**src/rtl/cache_pkg.sv**
```systemverilog
// Shared cache geometry and refill FSM encoding.
// Address/word width lives with the processor and is a parameter of the refill controller.
package cache_pkg;
  localparam int CACHE_LINE_SIZE = 128;
  localparam int LINE_BITS       = 2;
  localparam int OFFSET_BITS     = 4;
  localparam int TAG_BITS        = 26;  // 32-bit address minus index and offset

  typedef enum logic [1:0] {
    IDLE      = 2'd0,
    WRITEBACK = 2'd1,
    REFILL    = 2'd2,
    RESPOND   = 2'd3
  } refill_state_t;
endpackage

```
**src/rtl/sat_counter.sv**
```systemverilog
// Saturating up-counter: sticks at all-ones instead of wrapping.
module sat_counter #(
  parameter int W = 16
) (
  input  logic         clk,
  input  logic         rst,
  input  logic         inc,
  output logic [W-1:0] cnt
);
  logic [W-1:0] val;

  always_ff @(posedge clk) begin
    if (rst)                    val <= '0;
    else if (inc && val != '1)  val <= val + 1'b1;
  end

  assign cnt = val;
endmodule

```
**src/rtl/cache_refill_ctrl.sv**
```systemverilog
// L1 miss handler: optional dirty-victim writeback, line refill, one-cycle fill strobe.
// Pipeline stall covers the whole transaction; miss/writeback counters saturate.
module cache_refill_ctrl
  import cache_pkg::*;
#(
  parameter int ARCH_BITS = 32,
  parameter int CNT_BITS  = 16
) (
  input  logic                       clk,
  input  logic                       rst,
  input  logic                       missReq,
  input  logic [ARCH_BITS-1:0]       missAddr,
  input  logic                       victimDirty,
  input  logic [TAG_BITS-1:0]        victimTag,
  input  logic [CACHE_LINE_SIZE-1:0] victimData,
  output logic                       stall,
  output logic                       fillValid,
  output logic [LINE_BITS-1:0]       fillLine,
  output logic [TAG_BITS-1:0]        fillTag,
  output logic [CACHE_LINE_SIZE-1:0] fillData,
  output logic                       memReq,
  output logic                       memWE,
  output logic [ARCH_BITS-1:0]       memAddr,
  output logic [CACHE_LINE_SIZE-1:0] memWData,
  input  logic                       memAck,
  input  logic [CACHE_LINE_SIZE-1:0] memRData,
  output logic [CNT_BITS-1:0]        missCount,
  output logic [CNT_BITS-1:0]        wbCount
);
  localparam logic [OFFSET_BITS-1:0] ZERO_OFF = '0;

  refill_state_t              state, stateNext;
  logic                       guard, guardNext;
  logic [TAG_BITS-1:0]        missTag, missTagNext;
  logic [LINE_BITS-1:0]       missLine, missLineNext;
  logic                       memReqNext, memWENext, fillValidNext;
  logic [ARCH_BITS-1:0]       memAddrNext;
  logic [CACHE_LINE_SIZE-1:0] memWDataNext, fillDataNext;
  logic [LINE_BITS-1:0]       fillLineNext;
  logic [TAG_BITS-1:0]        fillTagNext;
  logic                       missInc, wbInc;
  logic                       unusedOffset;

  assign unusedOffset = ^missAddr[OFFSET_BITS-1:0];
  // Combinational on missReq so the miss cycle itself already freezes the pipe.
  assign stall = missReq | (state != IDLE);

  always_comb begin
    stateNext     = state;
    guardNext     = 1'b0;
    missTagNext   = missTag;
    missLineNext  = missLine;
    memReqNext    = memReq;
    memWENext     = memWE;
    memAddrNext   = memAddr;
    memWDataNext  = memWData;
    fillValidNext = 1'b0;
    fillLineNext  = fillLine;
    fillTagNext   = fillTag;
    fillDataNext  = fillData;
    missInc       = 1'b0;
    wbInc         = 1'b0;
    case (state)
      IDLE: begin
        // guard: the cache has not yet seen the fill just issued, so missReq is stale
        if (missReq && !guard) begin
          missTagNext  = missAddr[ARCH_BITS-1 -: TAG_BITS];
          missLineNext = missAddr[OFFSET_BITS +: LINE_BITS];
          missInc      = 1'b1;
          memReqNext   = 1'b1;
          if (victimDirty) begin
            stateNext    = WRITEBACK;
            wbInc        = 1'b1;
            memWENext    = 1'b1;
            memAddrNext  = {victimTag, missLineNext, ZERO_OFF};
            memWDataNext = victimData;
          end else begin
            stateNext   = REFILL;
            memWENext   = 1'b0;
            memAddrNext = {missTagNext, missLineNext, ZERO_OFF};
          end
        end
      end
      WRITEBACK: if (memReq && memAck) begin
        stateNext   = REFILL;
        memWENext   = 1'b0;
        memAddrNext = {missTag, missLine, ZERO_OFF};
      end
      REFILL: if (memReq && memAck) begin
        stateNext     = RESPOND;
        memReqNext    = 1'b0;
        fillValidNext = 1'b1;
        fillLineNext  = missLine;
        fillTagNext   = missTag;
        fillDataNext  = memRData;
      end
      RESPOND: begin
        stateNext = IDLE;
        guardNext = 1'b1;
      end
      default: stateNext = IDLE;
    endcase
  end

  always_ff @(posedge clk) begin
    if (rst) begin
      state     <= IDLE;
      guard     <= 1'b0;
      missTag   <= '0;
      missLine  <= '0;
      memReq    <= 1'b0;
      memWE     <= 1'b0;
      memAddr   <= '0;
      memWData  <= '0;
      fillValid <= 1'b0;
      fillLine  <= '0;
      fillTag   <= '0;
      fillData  <= '0;
    end else begin
      state     <= stateNext;
      guard     <= guardNext;
      missTag   <= missTagNext;
      missLine  <= missLineNext;
      memReq    <= memReqNext;
      memWE     <= memWENext;
      memAddr   <= memAddrNext;
      memWData  <= memWDataNext;
      fillValid <= fillValidNext;
      fillLine  <= fillLineNext;
      fillTag   <= fillTagNext;
      fillData  <= fillDataNext;
    end
  end

  sat_counter #(.W(CNT_BITS)) uMissCnt (.clk(clk), .rst(rst), .inc(missInc), .cnt(missCount));
  sat_counter #(.W(CNT_BITS)) uWbCnt   (.clk(clk), .rst(rst), .inc(wbInc),   .cnt(wbCount));
endmodule

```
**config.mk**
```make
export PLATFORM = sky130hd
export DESIGN_NAME = cache_refill_ctrl
export DESIGN_NICKNAME = d
export VERILOG_FILES = /design/src/rtl/cache_pkg.sv /design/src/rtl/sat_counter.sv /design/src/rtl/cache_refill_ctrl.sv
export SDC_FILE = /design/constraint.sdc
export NUM_CORES = 1
export LEC_CHECK = 0
export CAP_MARGIN = 5
export CORE_AREA = 5 5 258 260
export CTS_CLUSTER_SIZE = 14
export DETAILED_ROUTE_END_ITERATION = 8
export DIE_AREA = 0 0 263 265
export DONT_BUFFER_PORTS = 1
export GPL_TIMING_DRIVEN = 0
export PLACE_DENSITY_LB_ADDON = 0.3
export SLEW_MARGIN = 20
export SYNTH_ARGS = -nofsm -noshare
export SYNTH_HDL_FRONTEND = slang
export SYNTH_SLANG_ARGS = --single-unit
```
**constraint.sdc**
```tcl
create_clock -name clk -period 3.4 [get_ports clk]
set_input_delay 1.02 -clock clk [delete_from_list [all_inputs] [get_ports clk]]
set_output_delay 1.02 -clock clk [all_outputs]
set_load 0.03 [all_outputs]
```
# Yosys cells after proc, flatten, opt, wreduce, memory -nomap -nowiden
# Index checks and enable logic that the tools add are counted.
[totals]
ff_bits = 382
latch_bits = 0
mem_bits_rw = 0
rom_bits = 0
in_bits = 319
out_inout_bits = 352
memories = 0
[op_classes]
n_addsub = 2
mul = 0
div = 0
n_lt_le_gt_ge = 0
n_eq_ne = 8
shift = 0
n_mux = 21
n_bitwise = 2
reduce_logical = 16
[op_table]
columns = ["cell", "count"]
rows = [
  ["32-bit 2-to-1 mux", 3],
  ["32-bit case mux with 2 select lines", 1],
  ["16-bit by 1-bit adder with 16-bit output (second input constant)", 2],
  ["16-bit != test (second input constant)", 2],
  ["3-bit AND reduction", 4],
  ["1-bit 2-to-1 mux", 10],
  ["2-bit 2-to-1 mux", 4],
  ["2-bit case mux with 4 select lines", 1],
  ["2-bit != test (second input constant)", 3],
  ["2-bit nonzero test", 3],
  ["2-bit == test (second input constant)", 2],
  ["1-bit logical AND", 4],
  ["1-bit case mux with 2 select lines", 2],
  ["2-bit AND reduction", 2],
  ["2-bit by 1-bit == test with 1-bit output (second input constant)", 1],
  ["2-bit zero test", 1],
  ["2-bit OR reduction", 1],
  ["1-bit zero test", 1],
  ["1-bit NOT", 1],
  ["1-bit bitwise OR", 1],
]

# Logic depth before layout (Yosys ltp)
[logic_depth]
ltp_word = 5
ltp_mapped = 9
mapped_depth_nobuf = 6

# By module
# A second synthesis with hierarchy kept.
[unflattened]
hier_cells = 1786
hier_area_um2 = 14508.9
[by_module_without_submodules]
columns = ["module", "instances", "cells_each", "area_each_um2", "seq_area_each_um2"]
rows = [
  ["cache_refill_ctrl", 1, 1588, 12812.3, 6926.6],
  ["sat_counter", 2, 99, 848.3, 320.3],
]

# Worst setup path before layout
# OpenSTA, ideal clock, no wires.
[synth_path]
path_kind = "input to register"
from = "input victimDirty"
to = "register uWbCnt.val[15], in the netlist uWbCnt.cnt[15]"
setup_time_ns = 0.070
arrival_ns = 2.347
setup_slack_ns = 0.983
cell_stages = 5
cell_sequence = "nand4b_2 -> or4_1 -> clkbuf_1 -> or4_1 -> a21oi_1"
[synth_between]
elab_chain_len = 4
[synth_lines]
columns = ["item", "line", "rtl"]
rows = [
  ["from (decl)", "cache_refill_ctrl.sv:13", "input logic victimDirty,"],
  ["1-bit 2-to-1 mux", "cache_refill_ctrl.sv:71", "if (victimDirty) begin"],
  ["1-bit 2-to-1 mux", "cache_refill_ctrl.sv:66", "if (missReq && !guard) begin"],
  ["1-bit 2-to-1 mux", "cache_refill_ctrl.sv:63", "case (state)"],
  ["1-bit logical AND", "sat_counter.sv:14", "else if (inc && val != '1) val <= val + 1'b1;"],
  ["to (signal assigned)", "sat_counter.sv:14", ""],
  ["to (decl)", "sat_counter.sv:10", "logic [W-1:0] val;"],
]
# No other way between the ends.
# A chain may end at the register's enable or synchronous reset.

# Final worst setup path
[layout_path]
from = "register uMissCnt.val[0], in the netlist uMissCnt.cnt[0]"
to = "register uMissCnt.val[2], in the netlist uMissCnt.cnt[2]"
[layout_between]
elab_chain_len = 2
[layout_lines]
columns = ["item", "line"]
rows = [
  ["from (decl)", "sat_counter.sv:10"],
  ["from (signal assigned)", "sat_counter.sv:14"],
  ["parallel branches: the longest is 2 deep, another holds 16-bit by 1-bit adder with 16-bit output", "n/a"],
]
# Parallel ways; which one is timed is not known.

==> flow_summary.toml <==
[run_status]
status = "finished clean"

[sta]
slew_violations = 0
rsz0062_at_grt = "false"
fin_crit_ns = 3.04
fin_crit_sh = 0.895
maxSlewHeadroom = 0.335
setup_violations = 0
worst_pin_slew_ns = 0.998
max_freq_mhz = 329
skew_ns = 0.0137
final_hold_viol_count = 0

[worst_hold_path]
worstHoldStart = "missTag[12]$_SDFFE_PP0P_"
whs_path_depth = 2
hp-class = "register to register"
hold_end = "fillTag[12]$_SDFFE_PP0P_"

[final_layout]
final_cell_mix = "nand2_1, dfxtp_1, a21oi_1, clkbuf_1, clkbuf_16"
fillers = 7029
multi_input_area_um2 = 5950
num-nets-final = 2175
synthToLayoutAreaGrowth_pct = 17.4
regArea_um2 = 7570
fin_area_um2 = 16500
diodes = 0
final_common_cell = "nand2_1"
drive_gt1_frac = 0.0420

[grt]
grt_pass1_vias = 12500
track_usage = 0.152
grt_max_degree = 13
gr-usage-met1 = 0.164
antenna_found_initial = 3
overflow = 0
use_met3 = 0.0571
met2_usage = 0.276
gr-max-usage-layer = "met2"
grt_pass1_wl_um = 82700

[logic_synthesis]
postSynthCellCount = 1803
yosys.cell_types.count = 44
synth_warnings = 0
ys_top_cells_by_area = "dfxtp_1, nand2_1, a21oi_1, clkbuf_1, mux2i_1"
ys_seq_elements = 378
syn_avg_cell_area_um2 = 7.80
netlist_area_um2 = 14100
synth.yosys.seq_area_share = 0.538
netlist.area_leader.share = 0.538
synth_top_area_cell = "dfxtp_1"

[setup_path]
startpoint_type = "register"
cp-end-kind = "register"
cp_data_arrival_time_ns = 3.49
ff2ff_setup_slack_ns = 0.36
reg2reg_from = "uMissCnt.cnt[0]$_SDFFE_PP0P_"
crit_fanout = 10
rr_endpoint = "uMissCnt.cnt[2]$_SDFFE_PP0P_"
worstPathRequired_ns = 3.85
worstRegToRegCells = 6
critPathKind = "register to register"

[routing]
routedWlPerCell_um = 21.1
totalWireLength_um = 57600
first_pass_iters = 5
drt_iter0_drc = 696
avgViaCountPerCell = 4.70
vias = 12900
drcViolationCount = 0
ant_nets = 0

[cts]
postCtsHoldBufs = 0
path_clk_slew_ns = 0.06
cts_setup_buffers = 0
cts_tree = "yes"
h-tree-depth = 2
cts_sinks = 378
cts.repair.resized = 0
clock_latency_ns = 0.55
numCtsBuffers = 42
clockBufferDepth = 3
cts_root_buffer = "clkbuf_16"

[die]
die_h_um = 265
fp.dieW_um = 263
ios = 671
dieArea_um2 = 69700
initial_core_util = 0.220
rows = 93
core-area_um2 = 63900

[pwr]
power_leakage_uw = 0.00533
max-vdd-ir-drop_uv = 395
p_per_area_nw_per_um2 = 753
p_total_uw = 12400

[place]
routabilityCongestion = 0.939
io_buffers = 0
hpwlAfterDp_um = 45700
place_area_um2 = 15100

[run]
cap_violations = 0
[synth_stat cells (all sizes together)]
| master | count |
|---|---|
| a211oi | 6 |
| a21o | 1 |
| a21oi | 363 |
| a22o | 1 |
| a22oi | 1 |
| a2bb2oi | 1 |
| a311oi | 2 |
| a31oi | 2 |
| a41oi | 2 |
| and3 | 3 |
| and3b | 1 |
| and4 | 4 |
| and4b | 1 |
| buf | 15 |
| clkbuf | 119 |
| conb | 1 |
| dfxtp | 378 |
| ha | 6 |
| inv | 6 |
| mux2 | 3 |
| mux2i | 31 |
| nand2 | 713 |
| nand2b | 7 |
| nand3 | 13 |
| nand3b | 2 |
| nand4 | 9 |
| nand4b | 1 |
| nor2 | 21 |
| nor2b | 3 |
| nor3 | 9 |
| nor4 | 4 |
| nor4b | 1 |
| o2111ai | 1 |
| o21ai | 38 |
| o21ba | 1 |
| o31ai | 8 |
| o41ai | 2 |
| or2 | 1 |
| or3 | 11 |
| or4 | 9 |
| or4b | 1 |
| xor2 | 1 |
[layout make-up]
class,instances,area share
Sequential cell,378,0.459
Buffer,134,0.0320
Clock buffer,66,0.0767
Clock inverter,8,0.00569
Inverter,6,0.00137
Tap cell,855,0.0648
Multi-Input combinational cell,1288,0.361
[critical path, stage by stage (launching register included)]
cell and delay, ns:
dfxtp_1 0.70, ha_1 0.32, and4_1 0.36, nor4b_2 0.84, buf_2 0.40, nor2_1 0.07, a311oi_1 0.26
[cells by family (layout without fill, tap and decap cells)]
group	Yosys count	count (layout)	share of synthesized area
other	1	4	0.000267
xor gates and xnor gates	1	1	0.000623
AOI/OAI and AO/OA	429	429	0.159
DFF	378	378	0.538
buffers and inverters	140	214	0.0390
muxes	34	34	0.0245
adders and majority gates	6	6	0.00534
and+or+nand+nor	814	814	0.233
[registers in the layout, indices dropped and copies added (netlist names)]
register / count
fillData: 128
fillLine: 2
fillTag: 26
fillValid: 1
guard: 1
memAddr: 28
memReq: 1
memWData: 128
memWE: 1
missLine: 2
missTag: 26
state: 2
uMissCnt.cnt: 16
uWbCnt.cnt: 16
[layer usage]
layer  routed length [um]  up-vias
met5                    0        -
met4                 1850        0
met3                 5600      100
met2                29000      627
met1                21200     6088
li1                     -     6043
[power breakdown]
| group | switching, uW | internal (uW) | leakage (uW) | total, uW |
|---|---|---|---|---|
| clock network | 1850 | 2700 | 0.000667 | 4550 |
| registers | 1060 | 4850 | 0.00307 | 5910 |
| logic | 1420 | 550 | 0.00160 | 1970 |
| total | 4330 | 8100 | 0.00533 | 12400 |
[worst max-delay path by stage]
stage                     slack [ns]                       endpoint                          from  cells after the start
after floorplan                 0.98    uWbCnt.cnt[15]$_SDFFE_PP0P_                   victimDirty                      5
after global placement         -0.05       memWData[2]$_SDFFE_PP0P_                           rst                      4
after detailed placement         0.1  uMissCnt.cnt[13]$_SDFFE_PP0P_                       missReq                      5
after CTS                       0.21   uMissCnt.cnt[2]$_SDFFE_PP0P_  uMissCnt.cnt[0]$_SDFFE_PP0P_                      6
after global routing            0.13   uMissCnt.cnt[2]$_SDFFE_PP0P_  uMissCnt.cnt[0]$_SDFFE_PP0P_                      6
final                           0.36   uMissCnt.cnt[2]$_SDFFE_PP0P_  uMissCnt.cnt[0]$_SDFFE_PP0P_                      6
[per-stage QoR]
| step | TNS [ns] | hold WS, ns | std cells | util | worst slack, ns |
|---|---|---|---|---|---|
| 2_1_floorplan | 0 | 0.445 | 1806 | - | 0.983 |
| 3_3_place_gp | -0.467 | 0.457 | 2661 | 0.237 | -0.0544 |
| 3_5_place_dp | 0 | 0.464 | 2661 | 0.237 | 0.0970 |
| 4_1_cts | 0 | 0.473 | 2735 | 0.258 | 0.212 |
| 5_1_grt | 0 | 0.496 | 2735 | 0.258 | 0.125 |
| 6_report | 0 | 0.471 | 2735 | 0.258 | 0.356 |
Power figures use the tool's default switching activity.
